$ cat src/rtl/cache_arb_pkg.sv
// Shared types and default sizing for the two-master cache port arbiter.
package cache_arb_pkg;

  localparam int unsigned DEFAULT_ADDR_SIZE = 16;
  localparam int unsigned DEFAULT_DATA_SIZE = 32;
  localparam int unsigned DEFAULT_BVAL_SIZE = 4;
  localparam int unsigned DEFAULT_TIMEOUT   = 255;

  typedef enum logic [1:0] {
    IDLE,
    BUSY,
    RESP
  } arb_state_e;

endpackage

$ cat src/rtl/cache_port_arbiter_if.sv
// Bundle of the two master request/response ports and the shared cache port.
interface cache_port_arbiter_if #(
  parameter int unsigned ADDR_SIZE = cache_arb_pkg::DEFAULT_ADDR_SIZE,
  parameter int unsigned DATA_SIZE = cache_arb_pkg::DEFAULT_DATA_SIZE,
  parameter int unsigned BVAL_SIZE = cache_arb_pkg::DEFAULT_BVAL_SIZE
);

  logic [ADDR_SIZE-1:0] m0_addr,  m1_addr;
  logic [DATA_SIZE-1:0] m0_wdata, m1_wdata;
  logic [BVAL_SIZE-1:0] m0_bval,  m1_bval;
  logic                 m0_rd,    m1_rd;
  logic                 m0_wr,    m1_wr;
  logic [DATA_SIZE-1:0] m0_rdata, m1_rdata;
  logic                 m0_ack,   m1_ack;
  logic                 m0_err,   m1_err;

  logic [ADDR_SIZE-1:0] s_addr;
  logic [DATA_SIZE-1:0] s_wdata;
  logic [BVAL_SIZE-1:0] s_bval;
  logic                 s_rd;
  logic                 s_wr;
  logic [DATA_SIZE-1:0] s_rdata;
  logic                 s_ack;

  logic                 busy;

  // Arbiter side.
  modport slave (
    input  m0_addr, m0_wdata, m0_bval, m0_rd, m0_wr,
    input  m1_addr, m1_wdata, m1_bval, m1_rd, m1_wr,
    output m0_rdata, m0_ack, m0_err,
    output m1_rdata, m1_ack, m1_err,
    output s_addr, s_wdata, s_bval, s_rd, s_wr,
    input  s_rdata, s_ack,
    output busy
  );

  // Environment side: the two masters plus the cache.
  modport master (
    output m0_addr, m0_wdata, m0_bval, m0_rd, m0_wr,
    output m1_addr, m1_wdata, m1_bval, m1_rd, m1_wr,
    input  m0_rdata, m0_ack, m0_err,
    input  m1_rdata, m1_ack, m1_err,
    input  s_addr, s_wdata, s_bval, s_rd, s_wr,
    output s_rdata, s_ack,
    input  busy
  );

endinterface

$ cat src/rtl/cache_port_arbiter.sv
// Round-robin arbiter sharing one cache port between two masters, with an
// s_ack timeout that returns an error response to the owning master.
module cache_port_arbiter
  import cache_arb_pkg::*;
#(
  parameter int unsigned ADDR_SIZE = DEFAULT_ADDR_SIZE,
  parameter int unsigned DATA_SIZE = DEFAULT_DATA_SIZE,
  parameter int unsigned BVAL_SIZE = DEFAULT_BVAL_SIZE,
  parameter int unsigned TIMEOUT   = DEFAULT_TIMEOUT
) (
  input logic                 c_clk,
  input logic                 rst,
  cache_port_arbiter_if.slave bus
);

  localparam int unsigned     CntW    = $clog2(TIMEOUT + 1);
  localparam logic [CntW-1:0] CntLast = CntW'(TIMEOUT - 1);

  arb_state_e           state_q;
  logic                 owner_q;
  logic                 last_grant_q;
  logic [CntW-1:0]      cnt_q;

  logic [ADDR_SIZE-1:0] s_addr_q;
  logic [DATA_SIZE-1:0] s_wdata_q;
  logic [BVAL_SIZE-1:0] s_bval_q;
  logic                 s_rd_q, s_wr_q;
  logic [DATA_SIZE-1:0] m0_rdata_q, m1_rdata_q;
  logic                 m0_ack_q, m0_err_q, m1_ack_q, m1_err_q;

  logic                 req0, req1, winner, win_rd, win_wr;
  logic [ADDR_SIZE-1:0] win_addr;
  logic [DATA_SIZE-1:0] win_wdata;
  logic [BVAL_SIZE-1:0] win_bval;
  logic                 rsp_done;
  logic [DATA_SIZE-1:0] rsp_data;

  always_comb begin
    req0      = bus.m0_rd | bus.m0_wr;
    req1      = bus.m1_rd | bus.m1_wr;
    // On a tie the master that did not win last time goes first.
    winner    = (req0 & req1) ? ~last_grant_q : req1;
    win_addr  = winner ? bus.m1_addr  : bus.m0_addr;
    win_wdata = winner ? bus.m1_wdata : bus.m0_wdata;
    win_bval  = winner ? bus.m1_bval  : bus.m0_bval;
    win_rd    = winner ? bus.m1_rd    : bus.m0_rd;
    win_wr    = winner ? bus.m1_wr    : bus.m0_wr;
    // s_ack beats a timeout landing on the same edge.
    rsp_done  = bus.s_ack | (cnt_q == CntLast);
    rsp_data  = bus.s_ack ? bus.s_rdata : '0;
  end

  always_ff @(posedge c_clk) begin
    if (rst) begin
      state_q      <= IDLE;
      owner_q      <= 1'b0;
      last_grant_q <= 1'b1;
      cnt_q        <= '0;
      s_addr_q     <= '0;
      s_wdata_q    <= '0;
      s_bval_q     <= '0;
      s_rd_q       <= 1'b0;
      s_wr_q       <= 1'b0;
      m0_rdata_q   <= '0;
      m1_rdata_q   <= '0;
      m0_ack_q     <= 1'b0;
      m0_err_q     <= 1'b0;
      m1_ack_q     <= 1'b0;
      m1_err_q     <= 1'b0;
    end else begin
      unique case (state_q)
        IDLE: begin
          if (req0 || req1) begin
            owner_q      <= winner;
            last_grant_q <= winner;
            cnt_q        <= '0;
            s_addr_q     <= win_addr;
            s_wdata_q    <= win_wdata;
            s_bval_q     <= win_bval;
            s_wr_q       <= win_wr;
            s_rd_q       <= win_rd & ~win_wr;
            state_q      <= BUSY;
          end
        end
        BUSY: begin
          if (!bus.s_ack) begin
            cnt_q <= cnt_q + CntW'(1);
          end
          if (rsp_done) begin
            s_rd_q  <= 1'b0;
            s_wr_q  <= 1'b0;
            state_q <= RESP;
            if (owner_q) begin
              m1_rdata_q <= rsp_data;
              m1_ack_q   <= 1'b1;
              m1_err_q   <= ~bus.s_ack;
            end else begin
              m0_rdata_q <= rsp_data;
              m0_ack_q   <= 1'b1;
              m0_err_q   <= ~bus.s_ack;
            end
          end
        end
        RESP: begin
          m0_ack_q <= 1'b0;
          m0_err_q <= 1'b0;
          m1_ack_q <= 1'b0;
          m1_err_q <= 1'b0;
          state_q  <= IDLE;
        end
        default: state_q <= IDLE;
      endcase
    end
  end

  assign bus.s_addr   = s_addr_q;
  assign bus.s_wdata  = s_wdata_q;
  assign bus.s_bval   = s_bval_q;
  assign bus.s_rd     = s_rd_q;
  assign bus.s_wr     = s_wr_q;
  assign bus.m0_rdata = m0_rdata_q;
  assign bus.m0_ack   = m0_ack_q;
  assign bus.m0_err   = m0_err_q;
  assign bus.m1_rdata = m1_rdata_q;
  assign bus.m1_ack   = m1_ack_q;
  assign bus.m1_err   = m1_err_q;
  assign bus.busy     = (state_q != IDLE);

endmodule

$ cat src/flat_wrapper.sv
// flat-port wrapper written by rule: the top's interface ports become plain ports
module cache_port_arbiter_flat import cache_arb_pkg::*;
#(
  parameter int unsigned ADDR_SIZE = DEFAULT_ADDR_SIZE,
  parameter int unsigned DATA_SIZE = DEFAULT_DATA_SIZE,
  parameter int unsigned BVAL_SIZE = DEFAULT_BVAL_SIZE,
  parameter int unsigned TIMEOUT   = DEFAULT_TIMEOUT
)
  (c_clk, rst, bus_m0_addr, bus_m0_wdata, bus_m0_bval, bus_m0_rd, bus_m0_wr, bus_m1_addr, bus_m1_wdata, bus_m1_bval, bus_m1_rd, bus_m1_wr, bus_m0_rdata, bus_m0_ack, bus_m0_err, bus_m1_rdata, bus_m1_ack, bus_m1_err, bus_s_addr, bus_s_wdata, bus_s_bval, bus_s_rd, bus_s_wr, bus_s_rdata, bus_s_ack, bus_busy);
  cache_port_arbiter_if #(.ADDR_SIZE(ADDR_SIZE), .DATA_SIZE(DATA_SIZE), .BVAL_SIZE(BVAL_SIZE)) bus_i ();
  input logic c_clk;
  input logic rst;
  input wire logic [$bits(bus_i.m0_addr)-1:0] bus_m0_addr;
  input wire logic [$bits(bus_i.m0_wdata)-1:0] bus_m0_wdata;
  input wire logic [$bits(bus_i.m0_bval)-1:0] bus_m0_bval;
  input wire logic [$bits(bus_i.m0_rd)-1:0] bus_m0_rd;
  input wire logic [$bits(bus_i.m0_wr)-1:0] bus_m0_wr;
  input wire logic [$bits(bus_i.m1_addr)-1:0] bus_m1_addr;
  input wire logic [$bits(bus_i.m1_wdata)-1:0] bus_m1_wdata;
  input wire logic [$bits(bus_i.m1_bval)-1:0] bus_m1_bval;
  input wire logic [$bits(bus_i.m1_rd)-1:0] bus_m1_rd;
  input wire logic [$bits(bus_i.m1_wr)-1:0] bus_m1_wr;
  output wire logic [$bits(bus_i.m0_rdata)-1:0] bus_m0_rdata;
  output wire logic [$bits(bus_i.m0_ack)-1:0] bus_m0_ack;
  output wire logic [$bits(bus_i.m0_err)-1:0] bus_m0_err;
  output wire logic [$bits(bus_i.m1_rdata)-1:0] bus_m1_rdata;
  output wire logic [$bits(bus_i.m1_ack)-1:0] bus_m1_ack;
  output wire logic [$bits(bus_i.m1_err)-1:0] bus_m1_err;
  output wire logic [$bits(bus_i.s_addr)-1:0] bus_s_addr;
  output wire logic [$bits(bus_i.s_wdata)-1:0] bus_s_wdata;
  output wire logic [$bits(bus_i.s_bval)-1:0] bus_s_bval;
  output wire logic [$bits(bus_i.s_rd)-1:0] bus_s_rd;
  output wire logic [$bits(bus_i.s_wr)-1:0] bus_s_wr;
  input wire logic [$bits(bus_i.s_rdata)-1:0] bus_s_rdata;
  input wire logic [$bits(bus_i.s_ack)-1:0] bus_s_ack;
  output wire logic [$bits(bus_i.busy)-1:0] bus_busy;
  assign bus_i.m0_addr = bus_m0_addr;
  assign bus_i.m0_wdata = bus_m0_wdata;
  assign bus_i.m0_bval = bus_m0_bval;
  assign bus_i.m0_rd = bus_m0_rd;
  assign bus_i.m0_wr = bus_m0_wr;
  assign bus_i.m1_addr = bus_m1_addr;
  assign bus_i.m1_wdata = bus_m1_wdata;
  assign bus_i.m1_bval = bus_m1_bval;
  assign bus_i.m1_rd = bus_m1_rd;
  assign bus_i.m1_wr = bus_m1_wr;
  assign bus_m0_rdata = bus_i.m0_rdata;
  assign bus_m0_ack = bus_i.m0_ack;
  assign bus_m0_err = bus_i.m0_err;
  assign bus_m1_rdata = bus_i.m1_rdata;
  assign bus_m1_ack = bus_i.m1_ack;
  assign bus_m1_err = bus_i.m1_err;
  assign bus_s_addr = bus_i.s_addr;
  assign bus_s_wdata = bus_i.s_wdata;
  assign bus_s_bval = bus_i.s_bval;
  assign bus_s_rd = bus_i.s_rd;
  assign bus_s_wr = bus_i.s_wr;
  assign bus_i.s_rdata = bus_s_rdata;
  assign bus_i.s_ack = bus_s_ack;
  assign bus_busy = bus_i.busy;
  cache_port_arbiter #(.ADDR_SIZE(ADDR_SIZE), .DATA_SIZE(DATA_SIZE), .BVAL_SIZE(BVAL_SIZE), .TIMEOUT(TIMEOUT)) u_core (.c_clk(c_clk), .rst(rst), .bus(bus_i));
endmodule
$ cat config.mk
export PLATFORM = sky130hd
export DESIGN_NAME = cache_port_arbiter_flat
export DESIGN_NICKNAME = d
export VERILOG_FILES = /design/src/rtl/cache_arb_pkg.sv /design/src/rtl/cache_port_arbiter_if.sv /design/src/rtl/cache_port_arbiter.sv /design/src/flat_wrapper.sv
export SDC_FILE = /design/constraint.sdc
export NUM_CORES = 1
export LEC_CHECK = 0
export ABC_AREA = 1
export CAP_MARGIN = 20
export CORE_ASPECT_RATIO = 0.7
export CORE_UTILIZATION = 30
export CTS_CLUSTER_DIAMETER = 60
export DETAILED_ROUTE_END_ITERATION = 8
export PLACE_DENSITY_LB_ADDON = 0.25
export SETUP_SLACK_MARGIN = 0.1
export SYNTH_ARGS = -nofsm -noshare
export SYNTH_HDL_FRONTEND = slang
export SYNTH_SLANG_ARGS = --single-unit
$ cat constraint.sdc
create_clock -name c_clk -period 2.1 [get_ports c_clk]
set_input_delay 0.525 -clock c_clk [delete_from_list [all_inputs] [get_ports c_clk]]
set_output_delay 0.525 -clock c_clk [all_outputs]
set_load 0.02 [all_outputs]
==> results.sh <==
export IMPL_finish_cell_count_without_fillers=1381
export IMPL_pwr_share_comb_pct=29.7
export IMPL_final_common_cell="sky130_fd_sc_hd__nand2_1"
export IMPL_cts_root_buf="sky130_fd_sc_hd__clkbuf_16"
export IMPL_total_of_endpoints_with_negative_setup_slack_in_the_final_report=0
export IMPL_final_net_count=1247
export IMPL_worst_ir_drop_vdd_v=0.000462
export IMPL_hpwlAfterDp_um=13400
export IMPL_critical_path_class="flip-flop to output port"
export IMPL_slew_limit_headroom_pct=72.0
export IMPL_largest_driver_fanout_on_the_critical_path=2
export IMPL_htree_num_levels=4
export IMPL_finalCriticalPeriod_ns=1.95
export IMPL_synth_sequential_area_ratio_pct=42.6
export IMPL_reg2reg_from="u_core.state_q[1]$_SDFFE_PP0P_"
export IMPL_switching_share_pct=32.0
export IMPL_route_detailed_wl_per_inst_um=13.8
export IMPL_number_of_global_route_vias_before_repair=6047
export IMPL_synth_seq_cells=134
export IMPL_core_area_mm2=0.0202
export IMPL_routabilityCongestion=0.778
export IMPL_setup_tns_final_ns=0
export IMPL_fmaxAchievable_ghz=0.514
export IMPL_r2r_slack_ns=0.42
export IMPL_power_frac_seq_pct=34.7
export IMPL_min_delay_path_class="flip-flop to flip-flop"
export IMPL_fillerInstances=2009
export IMPL_globalRoute_totalOverflow=0
export IMPL_cp_slowest_cell="sky130_fd_sc_hd__clkdlybuf4s50_1"
export IMPL_diodes=0
export IMPL_worst_pin_slew_ns=0.420
export IMPL_postRouteAntennaNets=0
export IMPL_synth_xor_area_share_pct=0.417
export IMPL_yosysUniqueCellTypes=28
export IMPL_pre_repair_dr_iteration_count=4
export IMPL_yosys_mux_area_fraction_pct=0
export IMPL_worstReg2RegEnd="u_core.bus.m0_rdata[4]$_SDFFE_PP0P_"
export IMPL_fp_dieArea_mm2=0.0216
export IMPL_critical_path_startpoint="u_core.bus.s_wdata[22]$_SDFFE_PP0P_"
export IMPL_final_design_area_no_fill_mm2=0.00976
export IMPL_tritoncts="built"
export IMPL_synth_compound_area_share_pct=16.2
export IMPL_worstPathCellList="clkdlybuf4s50_1"
export IMPL_rows=43
export IMPL_grt_usage_pct=18.2
export IMPL_fin_crit_sh_pct=92.7
export IMPL_synth_net_count=1001
export IMPL_post_cts_setup_buffer_count=0
export IMPL_grt_first_pass_wirelength_um=31000
export IMPL_status="finished clean"
export IMPL_critPathCapture="bus_s_wdata[22]"
export IMPL_vias_per_std_cell=4.42
export IMPL_finalClockSkew_ns=0.0111
export IMPL_multi_input_comb_area_mm2=0.00283
export IMPL_synth_avg_cell_area_um2=7.39
export IMPL_dieWidth_um=175
export IMPL_rsz0062_at_grt="false"
export IMPL_pwr_density_cell_mw_per_mm2=885
export IMPL_path_depth=1
export IMPL_r2r_cells=7
export IMPL_ios=266
export IMPL_ctsHoldBuffers=0
export IMPL_antenna_violations_before_repair=0
export IMPL_clock_sink_count=134
export IMPL_timing_hold_ws_ns=0.459
export IMPL_crit_path_start_kind="flip-flop"
export IMPL_cp_required_ns=1.57
export IMPL_worstSetupEndpointType="output port"
export IMPL_power_frac_clock_pct=35.6
export IMPL_cellLeakagePower_nw=4.26
export IMPL_grt_max_degree=74
export IMPL_worstSkewPairLatency_ns=0.42
export IMPL_power_switching_mw=2.76
export IMPL_post_route_drc_count=0
export IMPL_max_clock_path_buffers=2
export IMPL_cp_data_arrival_time_ns=1.42
export IMPL_synth_top_family_by_area="simple AND/OR/NAND/NOR gates"
export IMPL_fraction_of_layout_cells_with_a_size_suffix_above_1_pct=11.1
export IMPL_post_synth_inst_count=853
export IMPL_synth_yosys_warnings=0
export IMPL_vias=6104
export IMPL_area_growth_pct=54.9
export IMPL_layout_cells_most_common_list="sky130_fd_sc_hd__nand2_1 (312), sky130_fd_sc_hd__clkdlybuf4s50_1 (263), sky130_fd_sc_hd__dfxtp_1 (134)"
export IMPL_post_place_cells=1350
export IMPL_post_synth_fa_ha_maj_area_fraction_pct=0.993
export IMPL_final_core_util_pct=48.4
export IMPL_report_final_slew_viol_count=0
export IMPL_initial_utilization_pct=31.2
export IMPL_placement_cell_area_mm2=0.00917
export IMPL_p_int_mw=5.87
export IMPL_numPortBuffers=265
export IMPL_path_buf_inv=1
export IMPL_first_iter_violations=270
export IMPL_cts_made_buffers=17
export IMPL_die_height_um=123
export IMPL_cpLargestDelayFamily="buffers and inverters"
export IMPL_hold_viol_final=0
export IMPL_max_cap_viol_count=0
export IMPL_final_seq_area_mm2=0.00268
export IMPL_wl_um=19100
export IMPL_worst_stage_delay_on_the_critical_path_ns=0.65
export IMPL_count_of_cells_along_the_worst_hold_path=2
export IMPL_synthSimpleGateAreaFrac_pct=27.2
export IMPL_post_synth_instance_area_mm2=0.00630
export IMPL_cts_reportedPaths_clkPinSlew_ns=0.06
-- area by class of cell --
class                      count  area share (%)
sequential                   134            27.5
inverter                     106            4.15
tap                          270            3.46
multi-input combinational    558            29.0
clock inverter                14            1.81
timing repair buffer         282            29.8
clock buffer                  17            4.36
-- cells by family after synthesis --
logic type | Yosys count
xor gates and xnor gates | 3
DFF | 134
adders and majority gates | 5
AOI/OAI and AO/OA | 133
and+or+nand+nor | 417
buffers and inverters | 161
-- cell usage after synthesis (all sizes together) --
master,count,share of area [%]
clkinv,1,0.060
a21boi,1,0.12
ha,5,0.99
buf,44,5.5
xnor2,1,0.14
nor2,29,2.0
clkbuf,11,0.66
o21ai,3,0.30
nand2,320,20
nand4,4,0.40
or2,1,0.099
a31oi,4,0.40
inv,105,6.3
dfxtp,134,43
nand3,63,5.0
a21oi,73,5.8
o211ai,52,9.6
xor2,2,0.28
-- repair_timing --
action                                  4_1_cts  5_1_grt
endpoints found under the setup margin        1        1
cloned                                        0        0
pin swaps                                     0        0
endpoints found under the hold margin         0        0
resized for setup                             3        2
-- routing by layer --
| metal | GRT usage [%] | wire length (um) |
|---|---|---|
| met2 | 28.5 | 8480 |
| met4 | 6.74 | 337 |
| met3 | 3.94 | 950 |
| met5 | 0 | 0 |
| met1 | 24.4 | 9340 |
-- how the worst min path moves through the flow --
stage                                               startpoint                                   end
after floorplan                 u_core.state_q[0]$_SDFFE_PP0P_        u_core.state_q[0]$_SDFFE_PP0P_
after global placement     u_core.bus.m1_rdata[8]$_SDFFE_PP0P_   u_core.bus.m1_rdata[8]$_SDFFE_PP0P_
after detailed placement   u_core.bus.m0_rdata[9]$_SDFFE_PP0P_   u_core.bus.m0_rdata[9]$_SDFFE_PP0P_
after CTS                  u_core.bus.m0_rdata[8]$_SDFFE_PP0P_   u_core.bus.m0_rdata[8]$_SDFFE_PP0P_
after global routing      u_core.bus.m0_rdata[26]$_SDFFE_PP0P_  u_core.bus.m0_rdata[26]$_SDFFE_PP0P_
final                     u_core.bus.m0_rdata[16]$_SDFFE_PP0P_  u_core.bus.m0_rdata[16]$_SDFFE_PP0P_
-- stage by stage --
step	power [mW]	setup slack, ns
after global placement	5.64	0.0736
after detailed placement	5.65	0.0407
after global routing	9.12	0.107
after floorplan	4.53	0.576
final	8.64	0.154
after CTS	8.77	0.111
-- sequential cells by signal (all words and copies together), names as in the netlist, 2 cells and up --
signal               count
u_core.bus.s_bval        4
u_core.cnt_q             8
u_core.bus.m0_rdata     32
u_core.state_q           2
u_core.bus.m1_rdata     32
u_core.bus.s_addr       16
u_core.bus.s_wdata      32
-- power groups by stage --
stage | clock, mW | sequential (mW) | combinational (mW)
final | 3.07 | 3.00 | 2.57
after global routing | 3.29 | 3.04 | 2.79
after CTS | 3.17 | 3.00 | 2.60
after detailed placement | 0 | 3.05 | 2.59
after global placement | 0 | 3.05 | 2.58
after floorplan | 0 | 3.36 | 1.17
(Power assumes the default switching activity.)
